<file path="config.mk">
export PLATFORM = sky130hd
export DESIGN_NAME = x87_decode_queue
export DESIGN_NICKNAME = d
export VERILOG_FILES = /design/src/rtl/x87_decode_queue.sv
export SDC_FILE = /design/constraint.sdc
export NUM_CORES = 1
export LEC_CHECK = 0
export BUFFER_PORTS_ARGS = -buffer_cell sky130_fd_sc_hd__buf_2
export CAP_MARGIN = 20
export CORE_MARGIN = 2
export CORE_UTILIZATION = 40
export DETAILED_ROUTE_END_ITERATION = 12
export GPL_TIMING_DRIVEN = 1
export PLACE_DENSITY_LB_ADDON = 0.25
export SLEW_MARGIN = 20
export SYNTH_ARGS = -nofsm -noshare
export SYNTH_HDL_FRONTEND = slang
export SYNTH_SLANG_ARGS = --single-unit
</file>
<file path="constraint.sdc">
create_clock -name clk -period 7.1 [get_ports clk]
set_input_delay 1.775 -clock clk [delete_from_list [all_inputs] [get_ports clk]]
set_output_delay 1.775 -clock clk [all_outputs]
set_load 0.01 [all_outputs]
</file>
<file path="src/rtl/x87_decode_queue.sv">
// x87 front-end decoder: assembles ESC opcode pairs from a byte stream, decodes them
// into FPU command/index entries and buffers them in a first-word-fall-through FIFO.
module x87_decode_queue #(
    parameter int DEPTH        = 4,
    parameter int EXT_MEM      = 1,
    parameter int FNINIT_ALIAS = 1
) (
    input  logic                         clk,
    input  logic                         rst,
    input  logic                         flush,
    input  logic [7:0]                   byte_in,
    input  logic                         byte_valid,
    output logic                         byte_ready,
    output logic                         out_valid,
    input  logic                         out_ready,
    output logic [5:0]                   out_cmd,
    output logic [2:0]                   out_idx,
    output logic                         out_illegal,
    output logic [7:0]                   out_op1,
    output logic [7:0]                   out_modrm,
    output logic [$clog2(DEPTH+1)-1:0]   count,
    output logic                         busy
);

    localparam int CW = $clog2(DEPTH + 1);
    localparam int PW = $clog2(DEPTH);
    localparam int EW = 26;
    localparam logic [CW-1:0] FULL_CNT = CW'(DEPTH);
    localparam logic [CW-1:0] CNT_ONE  = CW'(1);
    localparam logic [PW-1:0] PTR_ONE  = PW'(1);

    typedef enum logic {IDLE = 1'b0, HAVE_OP1 = 1'b1} state_t;

    state_t          state_q, state_d;
    logic [7:0]      op1_q;
    logic [EW-1:0]   mem_q [DEPTH];
    logic [PW-1:0]   wr_ptr_q, rd_ptr_q;
    logic [CW-1:0]   cnt_q;
    logic            accept, push, pop;
    logic [EW-1:0]   push_data, head;
    logic [9:0]      dec;

    // Returns {illegal, cmd[5:0], idx[2:0]} for an ESC pair.
    function automatic logic [9:0] decode_pair(input logic [7:0] op1, input logic [7:0] m);
        logic       mem;
        logic [2:0] rg;
        logic [2:0] rm;
        logic [5:0] cmd;
        logic [2:0] idx;
        logic       ill;
        mem = (m[7:6] != 2'b11);
        rg  = m[5:3];
        rm  = m[2:0];
        cmd = 6'd0;
        idx = 3'd0;
        ill = 1'b0;
        if (op1 == 8'hDF && m == 8'hE0) begin
            cmd = 6'd1;
        end else if (m == 8'hE3 && (op1 == 8'hDB || (op1 == 8'hD9 && FNINIT_ALIAS != 0))) begin
            cmd = 6'd2;
        end else if ((op1 == 8'hDF || op1 == 8'hDB) && mem) begin
            idx = {2'b00, op1 == 8'hDB};
            case (rg)
                3'd0:    cmd = 6'd16;
                3'd2:    cmd = 6'd17;
                3'd3:    cmd = 6'd18;
                default: ill = 1'b1;
            endcase
        end else if (op1 == 8'hD9 && mem) begin
            case (rg)
                3'd5:    cmd = 6'd3;
                3'd7:    cmd = 6'd4;
                3'd0:    cmd = 6'd6;
                3'd3:    cmd = 6'd8;
                default: ill = 1'b1;
            endcase
        end else if (op1 == 8'hDD && mem) begin
            case (rg)
                3'd0:    cmd = 6'd7;
                3'd3:    cmd = 6'd9;
                default: ill = 1'b1;
            endcase
        end else if (op1 == 8'hD9) begin
            if (rg == 3'd0)      begin cmd = 6'd10; idx = rm;   end
            else if (rg == 3'd1) begin cmd = 6'd11; idx = rm;   end
            else if (m == 8'hFE) begin cmd = 6'd19; idx = 3'd0; end
            else if (m == 8'hFF) begin cmd = 6'd19; idx = 3'd1; end
            else if (m == 8'hF2) begin cmd = 6'd19; idx = 3'd2; end
            else ill = 1'b1;
        end else if (op1 == 8'hDD) begin
            if (rg == 3'd3) begin cmd = 6'd12; idx = rm; end
            else ill = 1'b1;
        end else if (op1 == 8'hD8 && !mem) begin
            idx = rm;
            case (rg)
                3'd0:    cmd = 6'd20;
                3'd1:    cmd = 6'd21;
                3'd2:    cmd = 6'd23;
                3'd3:    cmd = 6'd26;
                3'd4:    cmd = 6'd24;
                3'd5:    cmd = 6'd25;
                3'd6:    cmd = 6'd22;
                default: cmd = 6'd30;
            endcase
        end else if (op1 == 8'hDE && !mem) begin
            idx = rm;
            case (rg)
                3'd0:    cmd = 6'd27;
                3'd1:    cmd = 6'd28;
                3'd4:    cmd = 6'd13;
                3'd5:    cmd = 6'd14;
                3'd6:    cmd = 6'd29;
                3'd7:    cmd = 6'd15;
                default: ill = 1'b1;
            endcase
        end else if (EXT_MEM != 0 && mem && (op1 == 8'hD8 || op1 == 8'hDC)) begin
            cmd = (op1 == 8'hD8) ? 6'd32 : 6'd33;
            idx = rg;
        end else begin
            ill = 1'b1;
        end
        if (ill) begin
            cmd = 6'd0;
            idx = 3'd0;
        end
        return {ill, cmd, idx};
    endfunction

    // Handshake: no path from out_ready to byte_ready, so a full FIFO always refuses.
    assign byte_ready = !flush && (cnt_q != FULL_CNT);
    assign accept     = byte_valid && byte_ready;
    assign out_valid  = (cnt_q != '0);
    assign pop        = out_valid && out_ready && !flush;
    assign dec        = decode_pair(op1_q, byte_in);

    always_ff @(posedge clk or posedge rst) begin
        if (rst) state_q <= IDLE;
        else     state_q <= state_d;
    end

    always_comb begin
        state_d   = state_q;
        push      = 1'b0;
        push_data = '0;
        if (accept) begin
            case (state_q)
                IDLE: begin
                    if (byte_in[7:3] == 5'b11011) begin
                        state_d = HAVE_OP1;
                    end else if (byte_in == 8'h9B) begin
                        push      = 1'b1;
                        push_data = {6'd5, 3'd0, 1'b0, byte_in, 8'h00};
                    end else begin
                        push      = 1'b1;
                        push_data = {6'd0, 3'd0, 1'b1, byte_in, 8'h00};
                    end
                end
                default: begin
                    push      = 1'b1;
                    push_data = {dec[8:3], dec[2:0], dec[9], op1_q, byte_in};
                    state_d   = IDLE;
                end
            endcase
        end
        if (flush) state_d = IDLE;
    end

    always_ff @(posedge clk) begin
        if (accept && state_q == IDLE) op1_q <= byte_in;
    end

    // FIFO storage is cleared on reset so the head reads as all-zero afterwards.
    always_ff @(posedge clk or posedge rst) begin
        if (rst) begin
            wr_ptr_q <= '0;
            rd_ptr_q <= '0;
            cnt_q    <= '0;
            for (int i = 0; i < DEPTH; i++) mem_q[i] <= '0;
        end else if (flush) begin
            wr_ptr_q <= '0;
            rd_ptr_q <= '0;
            cnt_q    <= '0;
        end else begin
            if (push) begin
                mem_q[wr_ptr_q] <= push_data;
                wr_ptr_q        <= wr_ptr_q + PTR_ONE;
            end
            if (pop) rd_ptr_q <= rd_ptr_q + PTR_ONE;
            if (push && !pop)      cnt_q <= cnt_q + CNT_ONE;
            else if (!push && pop) cnt_q <= cnt_q - CNT_ONE;
        end
    end

    assign head        = mem_q[rd_ptr_q];
    assign out_cmd     = head[25:20];
    assign out_idx     = head[19:17];
    assign out_illegal = head[16];
    assign out_op1     = head[15:8];
    assign out_modrm   = head[7:0];
    assign count       = cnt_q;
    assign busy        = (state_q == HAVE_OP1);

endmodule

</file>
==> impl_metrics.sql <==
INSERT INTO impl_metrics (metric_group, metric, value, unit) VALUES
('clock_tree', 'cts_hold_buf', '0', ''),
('critical_path', 'slowest_delay', '1.02', 'ns'),
('critical_path', 'path_max_fanout', '28', ''),
('critical_path', 'critPathArrivalTime', '2.25', 'ns'),
('grt', 'grt_overflow', '0', ''),
('critical_path', 'worstSetupPathType', 'flop to output port', ''),
('detailed_routing', 'firstDrtPassIters', '5', ''),
('final_layout', 'layout.cells.most_common_list', 'sky130_fd_sc_hd__dfrtp_1 (111), sky130_fd_sc_hd__nand2_1 (109), sky130_fd_sc_hd__o21ai_0 (78)', ''),
('sta', 'tightest_slew', '0.9905', 'ns'),
('power_and_ir_drop', 'total_switching_power', '594.2', 'uW'),
('clock_tree', 'clk_transition_reported_paths', '0.06', 'ns'),
('detailed_routing', 'detail_route.vias_per_cell', '5.735', ''),
('sta', 'setup_viol_count_final', '0', ''),
('floorplan', 'placement_rows', '45', ''),
('floorplan', 'start_util', '40.86', '%'),
('final_layout', 'final_layout_size_suffix_gt1_share', '22.31', '%'),
('synth', 'ys_seq_area_share', '48.99', '%'),
('synth', 'gate_count_post_synth', '597', ''),
('sta', 'fin_crit_sh', '56.68', '%'),
('power_and_ir_drop', 'total_leakage_power', '0.002980', 'uW'),
('clock_tree', 'clock_path_buffers', '2', ''),
('grt', 'global_route.usage.total', '20.33', '%'),
('synth', 'synthesis.yosys.warnings', '0', ''),
('synth', 'postSynth.asyncResetShare', '93.33', '%'),
('clock_tree', 'tritoncts', 'done', ''),
('run_status', 'outcome', 'complete, no violations', ''),
('power_and_ir_drop', 'combinationalPowerShare', '17.1', '%'),
('synth', 'syn_nets', '615', ''),
('floorplan', 'num_io_pins', '45', ''),
('final_layout', 'insertedDiodeCount', '0', ''),
('power_and_ir_drop', 'max-vdd-ir-drop', '0.0001648', 'V'),
('floorplan', 'dieArea', '0.01654', 'mm2'),
('power_and_ir_drop', 'p_int', '1480', 'uW'),
('sta', 'layout_min_cycle_time', '4.025', 'ns'),
('critical_path', 'r2r.worst_path.cells', '6', ''),
('floorplan', 'fp.dieH', '128.6', 'um'),
('final_layout', 'finish.net_count', '637', ''),
('sta', 'fin_tns_setup', '0', 'ns'),
('sta', 'grt_setup_unrepaired', 'false', ''),
('detailed_routing', 'drt_drc_violations_left', '0', ''),
('sta', 'slew_headroom', '33.97', '%'),
('critical_path', 'worstPathCellList', 'mux4_2 -> buf_2', ''),
('floorplan', 'die_width', '128.6', 'um'),
('grt', 'grt_start_max_net_pins', '81', ''),
('detailed_routing', 'first_iter_violations', '434', ''),
('grt', 'grt_pass1_vias', '4762', ''),
('synth', 'synth_flop_cell', 'sky130_fd_sc_hd__dfrtp_1', ''),
('critical_path', 'critical_path.reg2reg.endpoint', 'mem_q[68]$_DFFE_PP0P_', ''),
('grt', 'antenna_found_initial', '0', ''),
('sta', 'timing_hold_violations_final', '0', ''),
('clock_tree', 'post_cts_resized', '0', ''),
('clock_tree', 'cts.root.buffer_cell', 'sky130_fd_sc_hd__clkbuf_16', ''),
('grt', 'first_pass_grt_wire_length', '25670', 'um'),
('placement', 'pre_cts_ws', '2.898', 'ns'),
('final_layout', 'syn2layout_area_growth', '13.98', '%'),
('power_and_ir_drop', 'register_share_of_total_power', '41.0', '%'),
('detailed_routing', 'route.detailed.wl_per_inst', '19.11', 'um'),
('synth', 'synth_edf_count', '8', ''),
('sta', 'skew', '0.006613', 'ns'),
('synth', 'post_synth_num_cell_types', '68', ''),
('critical_path', 'timing.critical_path.slowest_stage_cell', 'sky130_fd_sc_hd__dfrtp_2', ''),
('power_and_ir_drop', 'p_clk_share', '42.0', '%'),
('floorplan', 'placeable_area', '0.01520', 'mm2'),
('flow_run', 'maximum_capacitance_violations', '0', ''),
('synth', 'yosys_register_bits', '120', ''),
('critical_path', 'crit_path_end_kind', 'output port', ''),
('clock_tree', 'clk_latency', '0.42', 'ns'),
('power_and_ir_drop', 'power.density_cell_area', '292.9', 'mW/mm2'),
('sta', 'fmaxAchievable', '0.2485', 'GHz'),
('sta', 'timing.final.ws_setup', '3.075', 'ns'),
('synth', 'netlist_area', '0.006211', 'mm2');
## synth_stat cells (2+ instances only)
cell,number,area [um2]
sky130_fd_sc_hd__nor4_1,8,50.05
sky130_fd_sc_hd__o31ai_1,6,45.04
sky130_fd_sc_hd__and2_1,6,37.54
sky130_fd_sc_hd__clkbuf_1,19,71.32
sky130_fd_sc_hd__o2bb2ai_1,3,26.28
sky130_fd_sc_hd__buf_1,3,11.26
sky130_fd_sc_hd__mux4_2,26,585.6
sky130_fd_sc_hd__nand2_1,109,409.1
sky130_fd_sc_hd__nand4b_1,3,26.28
sky130_fd_sc_hd__a21oi_1,28,140.1
sky130_fd_sc_hd__nand4_1,4,25.02
sky130_fd_sc_hd__inv_1,10,37.54
sky130_fd_sc_hd__nand2b_1,5,31.28
sky130_fd_sc_hd__mux2i_1,4,40.04
sky130_fd_sc_hd__or3_1,5,31.28
sky130_fd_sc_hd__o311ai_1,2,17.52
sky130_fd_sc_hd__buf_4,6,45.04
sky130_fd_sc_hd__xnor2_1,4,35.03
sky130_fd_sc_hd__nor2_1,26,97.59
sky130_fd_sc_hd__a211oi_1,3,22.52
sky130_fd_sc_hd__dfrtp_1,112,2803
sky130_fd_sc_hd__o221ai_1,2,17.52
sky130_fd_sc_hd__a32oi_1,4,35.03
sky130_fd_sc_hd__o21a_1,2,15.01
sky130_fd_sc_hd__ha_1,4,50.05
sky130_fd_sc_hd__a22oi_1,8,60.06
sky130_fd_sc_hd__o21ai_0,78,390.4
sky130_fd_sc_hd__buf_2,14,70.07
sky130_fd_sc_hd__mux2_2,24,270.3
sky130_fd_sc_hd__buf_6,3,33.78
sky130_fd_sc_hd__o211ai_1,4,30.03
sky130_fd_sc_hd__nor2b_1,3,18.77
sky130_fd_sc_hd__nand3_1,9,45.04
sky130_fd_sc_hd__o22ai_1,2,12.51
sky130_fd_sc_hd__edfxtp_1,8,240.2
sky130_fd_sc_hd__nor3_1,8,40.04
## logic make-up (layout without fill, tap and decap cells)
logic type | Yosys count | count (layout) | synth area share [%]
adder cells (fa/ha/maj) | 5 | 5 | 1.128
multiplexers | 54 | 54 | 14.42
buffers and inverters | 56 | 91 | 4.452
AND/OR/NAND/NOR | 199 | 199 | 14.85
XOR/XNOR | 5 | 5 | 0.7050
flip-flops | 120 | 120 | 48.99
AO/OA/AOI/OAI | 158 | 158 | 15.45
## flip-flops by register name, indices dropped and copies added, names as in the netlist
name	count
busy	1
rd_ptr_q	2
op1_q	8
mem_q	104
wr_ptr_q	2
count	3
## layer usage
| metal | track usage [%] | part of all wire, % | vias up |
|---|---|---|---|
| li1 | - | - | 2212 |
| met1 | 28.44 | 46 | 2314 |
| met2 | 31.85 | 46 | 150 |
| met3 | 4.200 | 5.8 | 27 |
| met4 | 6.969 | 1.8 | 0 |
| met5 | 0 | 0 | - |
## power groups by stage
| stage | clock, uW | combinational (uW) | sequential, uW |
|---|---|---|---|
| 2_1_floorplan | 0 | 308 | 801 |
| 3_3_place_gp | 0 | 350 | 860 |
| 3_5_place_dp | 0 | 355 | 864 |
| 4_1_cts | 886 | 357 | 852 |
| 5_1_grt | 914 | 390 | 866 |
| 6_report | 870 | 354 | 849 |
## worst min path at each step
stage                          start               endpoint  slack, ns  cells past startpoint
2_1_floorplan  mem_q[47]$_DFFE_PP0P_  mem_q[47]$_DFFE_PP0P_       0.44                      2
3_3_place_gp   mem_q[84]$_DFFE_PP0P_  mem_q[84]$_DFFE_PP0P_       0.46                      2
3_5_place_dp   mem_q[30]$_DFFE_PP0P_  mem_q[30]$_DFFE_PP0P_       0.46                      2
4_1_cts        mem_q[47]$_DFFE_PP0P_  mem_q[47]$_DFFE_PP0P_       0.48                      2
5_1_grt        mem_q[47]$_DFFE_PP0P_  mem_q[47]$_DFFE_PP0P_       0.49                      2
6_report       mem_q[45]$_DFFE_PP0P_  mem_q[45]$_DFFE_PP0P_       0.47                      2
## metrics by stage
stage	utilization, %	cells	cell area [um2]	hold WS (ns)
finish	46.57	820	7079	0.4742
CTS	46.54	820	7076	0.4772
global placement	42.55	788	6469	0.4562
global route	46.57	820	7079	0.4870
floorplan	-	597	6211	0.4432
detailed placement	42.55	788	6469	0.4650
## critical path, delay by kind of cell (launching register included)
kind                   cells  cell delay (ns)
DFF                        1             1.02
muxes                      1             0.64
buffers and inverters      1             0.16
## final cells by class
cell class,count,area (um2)
timing repair buffer,49,261.5
clock buffer,19,464.2
sequential,120,3044
clock inverter,13,142.6
fill,1443,8123
inverter,10,40.04
tap,188,235.2
multi-input combinational,421,2892
Power figures use the tool's default switching activity.
